`config.mk`:
```
export PLATFORM = sky130hd
export DESIGN_NAME = traffic_conflict_monitor
export DESIGN_NICKNAME = d
export VERILOG_FILES = /design/src/rtl/traffic_conflict_monitor.sv
export SDC_FILE = /design/constraint.sdc
export NUM_CORES = 1
export LEC_CHECK = 0
export ABC_AREA = 1
export BUFFER_PORTS_ARGS = -buffer_cell sky130_fd_sc_hd__buf_2
export CORE_UTILIZATION = 53
export CTS_CLUSTER_SIZE = 24
export DETAILED_ROUTE_END_ITERATION = 16
export PLACE_DENSITY = 0.84
export RECOVER_POWER = 100
export SLEW_MARGIN = 20
export SYNTH_ARGS = -nofsm -noshare
export SYNTH_HDL_FRONTEND = slang
export SYNTH_SLANG_ARGS = --single-unit
```
`constraint.sdc`:
```
create_clock -name clk -period 1.61 [get_ports clk]
set_input_delay 0.161 -clock clk [delete_from_list [all_inputs] [get_ports clk]]
set_output_delay 0.161 -clock clk [all_outputs]
set_load 0.02 [all_outputs]
```
`src/rtl/traffic_conflict_monitor.sv`:
```
// Independent lamp-output safety monitor for one intersection (NS/EW red/yellow/green).
// Detects conflicting or illegal lamp states, bad sequences and short timing, then
// latches a fault code and requests cabinet flash.
// Optional: define TLM_WATCHDOG_EN to compile in the stuck-phase watchdog (code 7).
module traffic_conflict_monitor #(
  parameter int unsigned MIN_YELLOW  = 5,
  parameter int unsigned MIN_ALL_RED = 2,
  parameter int unsigned MAX_STABLE  = 64,
  parameter int unsigned CNT_W       = 8
) (
  input  logic       clk,
  input  logic       reset,
  input  logic       ns_red,
  input  logic       ns_yellow,
  input  logic       ns_green,
  input  logic       ew_red,
  input  logic       ew_yellow,
  input  logic       ew_green,
  input  logic       clear_fault,
  output logic       armed,
  output logic       fault,
  output logic [2:0] fault_code,
  output logic       flash_req
);

  localparam int unsigned VEC_W  = 6;
  localparam int unsigned LAMP_W = 3;

  localparam logic [LAMP_W-1:0] LAMP_R = 3'b100;
  localparam logic [LAMP_W-1:0] LAMP_Y = 3'b010;
  localparam logic [LAMP_W-1:0] LAMP_G = 3'b001;

  localparam logic [2:0] CODE_NONE          = 3'd0;
  localparam logic [2:0] CODE_CONFLICT      = 3'd1;
  localparam logic [2:0] CODE_MULTI_LAMP    = 3'd2;
  localparam logic [2:0] CODE_NO_LAMP       = 3'd3;
  localparam logic [2:0] CODE_SHORT_YELLOW  = 3'd4;
  localparam logic [2:0] CODE_SHORT_ALL_RED = 3'd5;
  localparam logic [2:0] CODE_BAD_SEQ       = 3'd6;
  localparam logic [2:0] CODE_WATCHDOG      = 3'd7;

  // Elaboration guard: thresholds must fit in the counters.
  if ((64'(MIN_YELLOW) >= (64'(1) << CNT_W)) ||
      (64'(MIN_ALL_RED) >= (64'(1) << CNT_W)) ||
      (64'(MAX_STABLE) >= (64'(1) << CNT_W))) begin : g_param_check
    $error("traffic_conflict_monitor: thresholds must be below 2**CNT_W");
  end

  typedef enum logic [1:0] {
    ST_ARMING  = 2'd0,
    ST_MONITOR = 2'd1,
    ST_FAULT   = 2'd2
  } state_t;

  state_t state_q, state_d;
  logic [2:0] code_d;

  logic [VEC_W-1:0]  cur_vec, prev_vec;
  logic [LAMP_W-1:0] ns_cur, ew_cur, ns_prev, ew_prev;

  logic [CNT_W-1:0] ns_yel_cnt, ew_yel_cnt, all_red_cnt;
  logic             first_green_exempt;

  logic conflict, multi_lamp, no_lamp, short_yellow, short_all_red, bad_seq, wd_viol;
  logic ns_y2r, ew_y2r, ns_r2g, ew_r2g, all_red, lamps_legal;
  logic [2:0] viol_code;

  function automatic logic [CNT_W-1:0] sat_inc(input logic [CNT_W-1:0] v);
    return (&v) ? v : v + CNT_W'(1);
  endfunction

  function automatic logic bad_step(input logic [LAMP_W-1:0] p, input logic [LAMP_W-1:0] c);
    return ((p == LAMP_G) && (c == LAMP_R)) ||
           ((p == LAMP_R) && (c == LAMP_Y)) ||
           ((p == LAMP_Y) && (c == LAMP_G));
  endfunction

  assign ns_cur  = cur_vec[5:3];
  assign ew_cur  = cur_vec[2:0];
  assign ns_prev = prev_vec[5:3];
  assign ew_prev = prev_vec[2:0];

  // Lamp sampling: current and previous lamp vectors.
  always_ff @(posedge clk) begin
    if (!reset) begin
      cur_vec  <= '0;
      prev_vec <= '0;
    end else begin
      cur_vec  <= {ns_red, ns_yellow, ns_green, ew_red, ew_yellow, ew_green};
      prev_vec <= cur_vec;
    end
  end

  // Yellow and all-red run counters plus first-green exemption; cleared while arming.
  always_ff @(posedge clk) begin
    if (!reset || (state_q == ST_ARMING)) begin
      ns_yel_cnt         <= '0;
      ew_yel_cnt         <= '0;
      all_red_cnt        <= '0;
      first_green_exempt <= 1'b1;
    end else begin
      ns_yel_cnt  <= ns_cur[1] ? sat_inc(ns_yel_cnt) : '0;
      ew_yel_cnt  <= ew_cur[1] ? sat_inc(ew_yel_cnt) : '0;
      all_red_cnt <= all_red ? sat_inc(all_red_cnt) : '0;
      if ((state_q == ST_MONITOR) && (ns_r2g || ew_r2g)) begin
        first_green_exempt <= 1'b0;
      end
    end
  end

`ifdef TLM_WATCHDOG_EN
  logic [CNT_W-1:0] stable_cnt, stable_inc;

  // Unchanged-vector run length including the current cycle.
  always_comb stable_inc = (cur_vec == prev_vec) ? sat_inc(stable_cnt) : '0;

  // Stable counter register; cleared while arming.
  always_ff @(posedge clk) begin
    if (!reset || (state_q == ST_ARMING)) begin
      stable_cnt <= '0;
    end else begin
      stable_cnt <= stable_inc;
    end
  end

  assign wd_viol = (stable_inc >= CNT_W'(MAX_STABLE));
`else
  assign wd_viol = 1'b0;
`endif

  // Per-cycle rule evaluation on the sampled lamp vector.
  always_comb begin
    all_red       = (ns_cur == LAMP_R) && (ew_cur == LAMP_R);
    conflict      = (ns_cur[1] | ns_cur[0]) & (ew_cur[1] | ew_cur[0]);
    multi_lamp    = !$onehot0(ns_cur) || !$onehot0(ew_cur);
    no_lamp       = (ns_cur == '0) || (ew_cur == '0);
    lamps_legal   = $onehot(ns_cur) && $onehot(ew_cur) && !conflict;
    ns_y2r        = (ns_prev == LAMP_Y) && (ns_cur == LAMP_R);
    ew_y2r        = (ew_prev == LAMP_Y) && (ew_cur == LAMP_R);
    ns_r2g        = (ns_prev == LAMP_R) && (ns_cur == LAMP_G);
    ew_r2g        = (ew_prev == LAMP_R) && (ew_cur == LAMP_G);
    short_yellow  = (ns_y2r && (ns_yel_cnt < CNT_W'(MIN_YELLOW))) ||
                    (ew_y2r && (ew_yel_cnt < CNT_W'(MIN_YELLOW)));
    short_all_red = (ns_r2g || ew_r2g) && !first_green_exempt &&
                    (all_red_cnt < CNT_W'(MIN_ALL_RED));
    bad_seq       = bad_step(ns_prev, ns_cur) || bad_step(ew_prev, ew_cur);
  end

  // Lowest-numbered violation wins.
  always_comb begin
    viol_code = CODE_NONE;
    if (conflict)           viol_code = CODE_CONFLICT;
    else if (multi_lamp)    viol_code = CODE_MULTI_LAMP;
    else if (no_lamp)       viol_code = CODE_NO_LAMP;
    else if (short_yellow)  viol_code = CODE_SHORT_YELLOW;
    else if (short_all_red) viol_code = CODE_SHORT_ALL_RED;
    else if (bad_seq)       viol_code = CODE_BAD_SEQ;
    else if (wd_viol)       viol_code = CODE_WATCHDOG;
  end

  // Next-state and fault-code selection.
  always_comb begin
    state_d = state_q;
    code_d  = fault_code;
    unique case (state_q)
      ST_ARMING: begin
        code_d = CODE_NONE;
        if (lamps_legal) state_d = ST_MONITOR;
      end
      ST_MONITOR: begin
        if (viol_code != CODE_NONE) begin
          state_d = ST_FAULT;
          code_d  = viol_code;
        end
      end
      ST_FAULT: begin
        if (clear_fault && all_red) begin
          state_d = ST_ARMING;
          code_d  = CODE_NONE;
        end
      end
      default: begin
        state_d = ST_ARMING;
        code_d  = CODE_NONE;
      end
    endcase
  end

  // State register and registered outputs.
  always_ff @(posedge clk) begin
    if (!reset) begin
      state_q    <= ST_ARMING;
      armed      <= 1'b0;
      fault      <= 1'b0;
      flash_req  <= 1'b0;
      fault_code <= CODE_NONE;
    end else begin
      state_q    <= state_d;
      armed      <= (state_d == ST_MONITOR);
      fault      <= (state_d == ST_FAULT);
      flash_req  <= (state_d == ST_FAULT);
      fault_code <= code_d;
    end
  end

endmodule
```
==> flow_metrics.py <==
metrics = {
    "drt": {
        "drt_iter0_drc": 91,
        "drc_errors": 0,
        "routed_wl_um": 4570,
        "final_antenna_net_count": 0,
        "post_drt_wl_per_cell_um": 11.2,
        "vias_per_cell": 5.07,
        "first_pass_iters": 4,
        "vias": 2073,
    },
    "power_and_ir_drop": {
        "powerDensity_mw_per_mm2": 778,
        "leakage_uw": 0.00118,
        "peakVddDrop_uv": 540,
    },
    "setup_path": {
        "crit_fanout": 4,
        "critPathLaunch": "cur_vec[3]",
        "critical_path_class": "reg -> reg",
        "cp.required_ns": 1.85,
        "rr_worst_depth": 13,
        "crit-reg2reg-launch": "cur_vec[3]",
        "r2r_end": "fault_code[1]",
        "start_kind": "flip-flop",
        "end_kind": "flip-flop",
        "arrival_ns": 2.00,
        "critPathCapture": "fault_code[1]",
        "r2r_slack_ns": -0.14,
    },
    "global_routing": {
        "busiest_layer": "met2",
        "grt_pass1_vias": 1905,
        "grtUsageMet2_pct": 42.7,
        "grtUsageMet3_pct": 6.25,
        "grt_usage_pct": 23.3,
        "grt_max_degree": 15,
        "grt_pass1_wl_um": 7530,
        "antenna_found_initial": 0,
        "grt_util_met1_pct": 24.3,
        "grt.overflow.total": 0,
    },
    "timing": {
        "final_hold_viol_count": 0,
        "setup_tns_ns": -0.743,
        "finalClockSkew_ns": 0.0139,
        "tightest_slew_ns": 0.434,
        "fin_crit_sh_pct": 109,
        "clock.fmax_ghz": 0.571,
        "hold_slack_ns": 0.0320,
        "rsz0062_at_grt": "true",
        "fin_crit_ns": 1.75,
        "relSlewSlack_pct": 71.0,
        "final.setup.worst_slack_ns": -0.143,
        "final-max-slew-violation-count": 0,
        "setup_violations": 7,
    },
    "floorplan": {
        "start_util_pct": 56.8,
        "design.core.area_mm2": 0.00377,
        "fp.dieH_um": 65.6,
        "fp.dieW_um": 65.6,
        "fp.dieArea_mm2": 0.00430,
        "rows": 22,
        "top_level_ports": 15,
    },
    "finish": {
        "drive_above_1_share_pct": 29.6,
        "final_cell_mix": "nor2_1 (52), inv_1 (47), nand2_1 (47)",
        "antenna_cells": 0,
        "final_nets": 376,
        "area_delta_synth_final_pct": 24.8,
        "final_area_mm2": 0.00267,
        "final_common_cell": "nor2_1",
    },
    "worst_hold_path": {
        "hold_class": "in -> reg",
    },
    "clock_network": {
        "cts_tree": "done",
        "clk_latency_ns": 0.31,
        "cts_sinks": 44,
        "cts_root_buffer": "clkbuf_8",
        "htreeDepth": 2,
        "clk_pin_slew_ns": 0.08,
        "clk_path_buf_depth": 2,
        "cts_buffers": 5,
    },
    "run": {
        "cap_viol_max_count": 0,
    },
    "yosys": {
        "syn_inst": 313,
        "syn-num-nets": 329,
        "synth.avg_cell_area_um2": 6.84,
        "syn-cell-area_mm2": 0.00214,
        "ys_seq_elements": 44,
        "yosys.cell_types.count": 25,
        "synth-seq-area-share_pct": 41.1,
        "yosys_warnings": 0,
    },
    "status": {
        "violations": "setup timing",
        "status": "finished, violations left",
    },
    "placement": {
        "dpl.hpwl_um": 3080,
        "dpl-instance-area_mm2": 0.00237,
        "io_buffers": 14,
        "gp_congestion": 0.857,
    },
}
final cells by class:
type                       count  area, µm²
multi-input combinational    204       1100
tap                           48       60.1
clock inverter                 2       15.0
inverter                      63        236
fill                         291       1100
clock buffer                   6       82.6
sequential                    44        895
timing repair buffer          42        284
registers in the layout, summed over array words and instances (netlist names):
| register | cells |
|---|---|
| cur_vec | 6 |
| flash_req | 1 |
| ew_yel_cnt | 8 |
| fault_code | 3 |
| first_green_exempt | 1 |
| state_q | 2 |
| armed | 1 |
| all_red_cnt | 8 |
| ns_yel_cnt | 8 |
| prev_vec | 6 |
worst min path at each step:
stage	start	to	slack (ns)	cells past startpoint
after floorplan	ew_green	cur_vec[0]	0.26	2
after global placement	ns_red	cur_vec[5]	0.34	3
after detailed placement	ns_yellow	cur_vec[4]	0.34	3
after CTS	ew_yellow	cur_vec[1]	0.03	3
after global routing	ew_green	cur_vec[0]	0.04	3
final	ew_yellow	cur_vec[1]	0.03	3
repair_timing:
action                     CTS  global route
setup endpoints to repair    6            18
resized for setup           14            21
pin swaps                   10            12
hold buffers                 0             0
buffers inserted             8             6
hold endpoints to repair     0             0
synthesized netlist by cell type:
cell | number | share of area (%)
clkbuf_1 | 1 | 0.18
inv_1 | 48 | 8.4
o21a_1 | 1 | 0.35
buf_4 | 1 | 0.35
nand3_1 | 19 | 4.4
fa_1 | 2 | 1.9
a21oi_2 | 1 | 0.41
ha_1 | 5 | 2.9
dfxtp_1 | 44 | 41
o21ai_0 | 12 | 2.8
o22ai_1 | 1 | 0.29
nor3_1 | 6 | 1.4
o21ai_1 | 6 | 1.4
a31oi_1 | 8 | 2.3
xor2_1 | 2 | 0.82
nor2_4 | 1 | 0.53
inv_2 | 15 | 2.6
a21oi_1 | 18 | 4.2
nand3_2 | 2 | 0.93
nand2_2 | 5 | 1.5
nand2_1 | 50 | 8.8
nor2_2 | 3 | 0.88
a211oi_1 | 3 | 1.1
nand4_1 | 1 | 0.29
nor2_1 | 58 | 10
cells by family (layout without fill, tap and decap cells):
family	Yosys count	count (layout)	share of synthesized area, %
simple gates	145	145	28.9
buf+inv	65	113	11.6
compound gates	50	50	12.9
xor+xnor	2	2	0.818
fa+ha+maj	7	7	4.79
flops	44	44	41.1
worst max-delay path: stages (launching register included):
cell     delay (ns)
dfxtp_1        0.33
buf_4          0.14
nor2_4         0.05
nand2_2        0.09
nor2_1         0.05
nor2_1         0.11
nand3_1        0.15
nor2_2         0.18
nor2_4         0.07
nor2_4         0.12
nand3_2        0.10
nand2_2        0.11
nand2_1        0.07
a21oi_2        0.13
per-stage QoR:
step | total power, µW | cells | setup WS (ns) | utilization (%)
final | 2080 | 409 | -0.143 | 70.9
after CTS | 2070 | 403 | -0.0642 | 68.1
after global placement | 1320 | 387 | -0.0244 | 62.8
after global routing | 2160 | 409 | -0.246 | 70.9
after detailed placement | 1320 | 387 | -0.124 | 62.8
after floorplan | 1270 | 313 | 0.0397 | -
report_power, final:
group	switching [µW]	total, µW	internal (µW)
combinational	126	216	89.9
sequential	15.2	1130	1110
clock	389	736	347
total	531	2080	1550
layer usage:
layer  share of wire [%]  vias to the layer above
met5                   0                        -
met4                 2.7                        0
met3                 2.9                       13
met2                  50                       34
met1                  44                      953
li1                    -                     1073
Power figures use the tool's default switching activity.
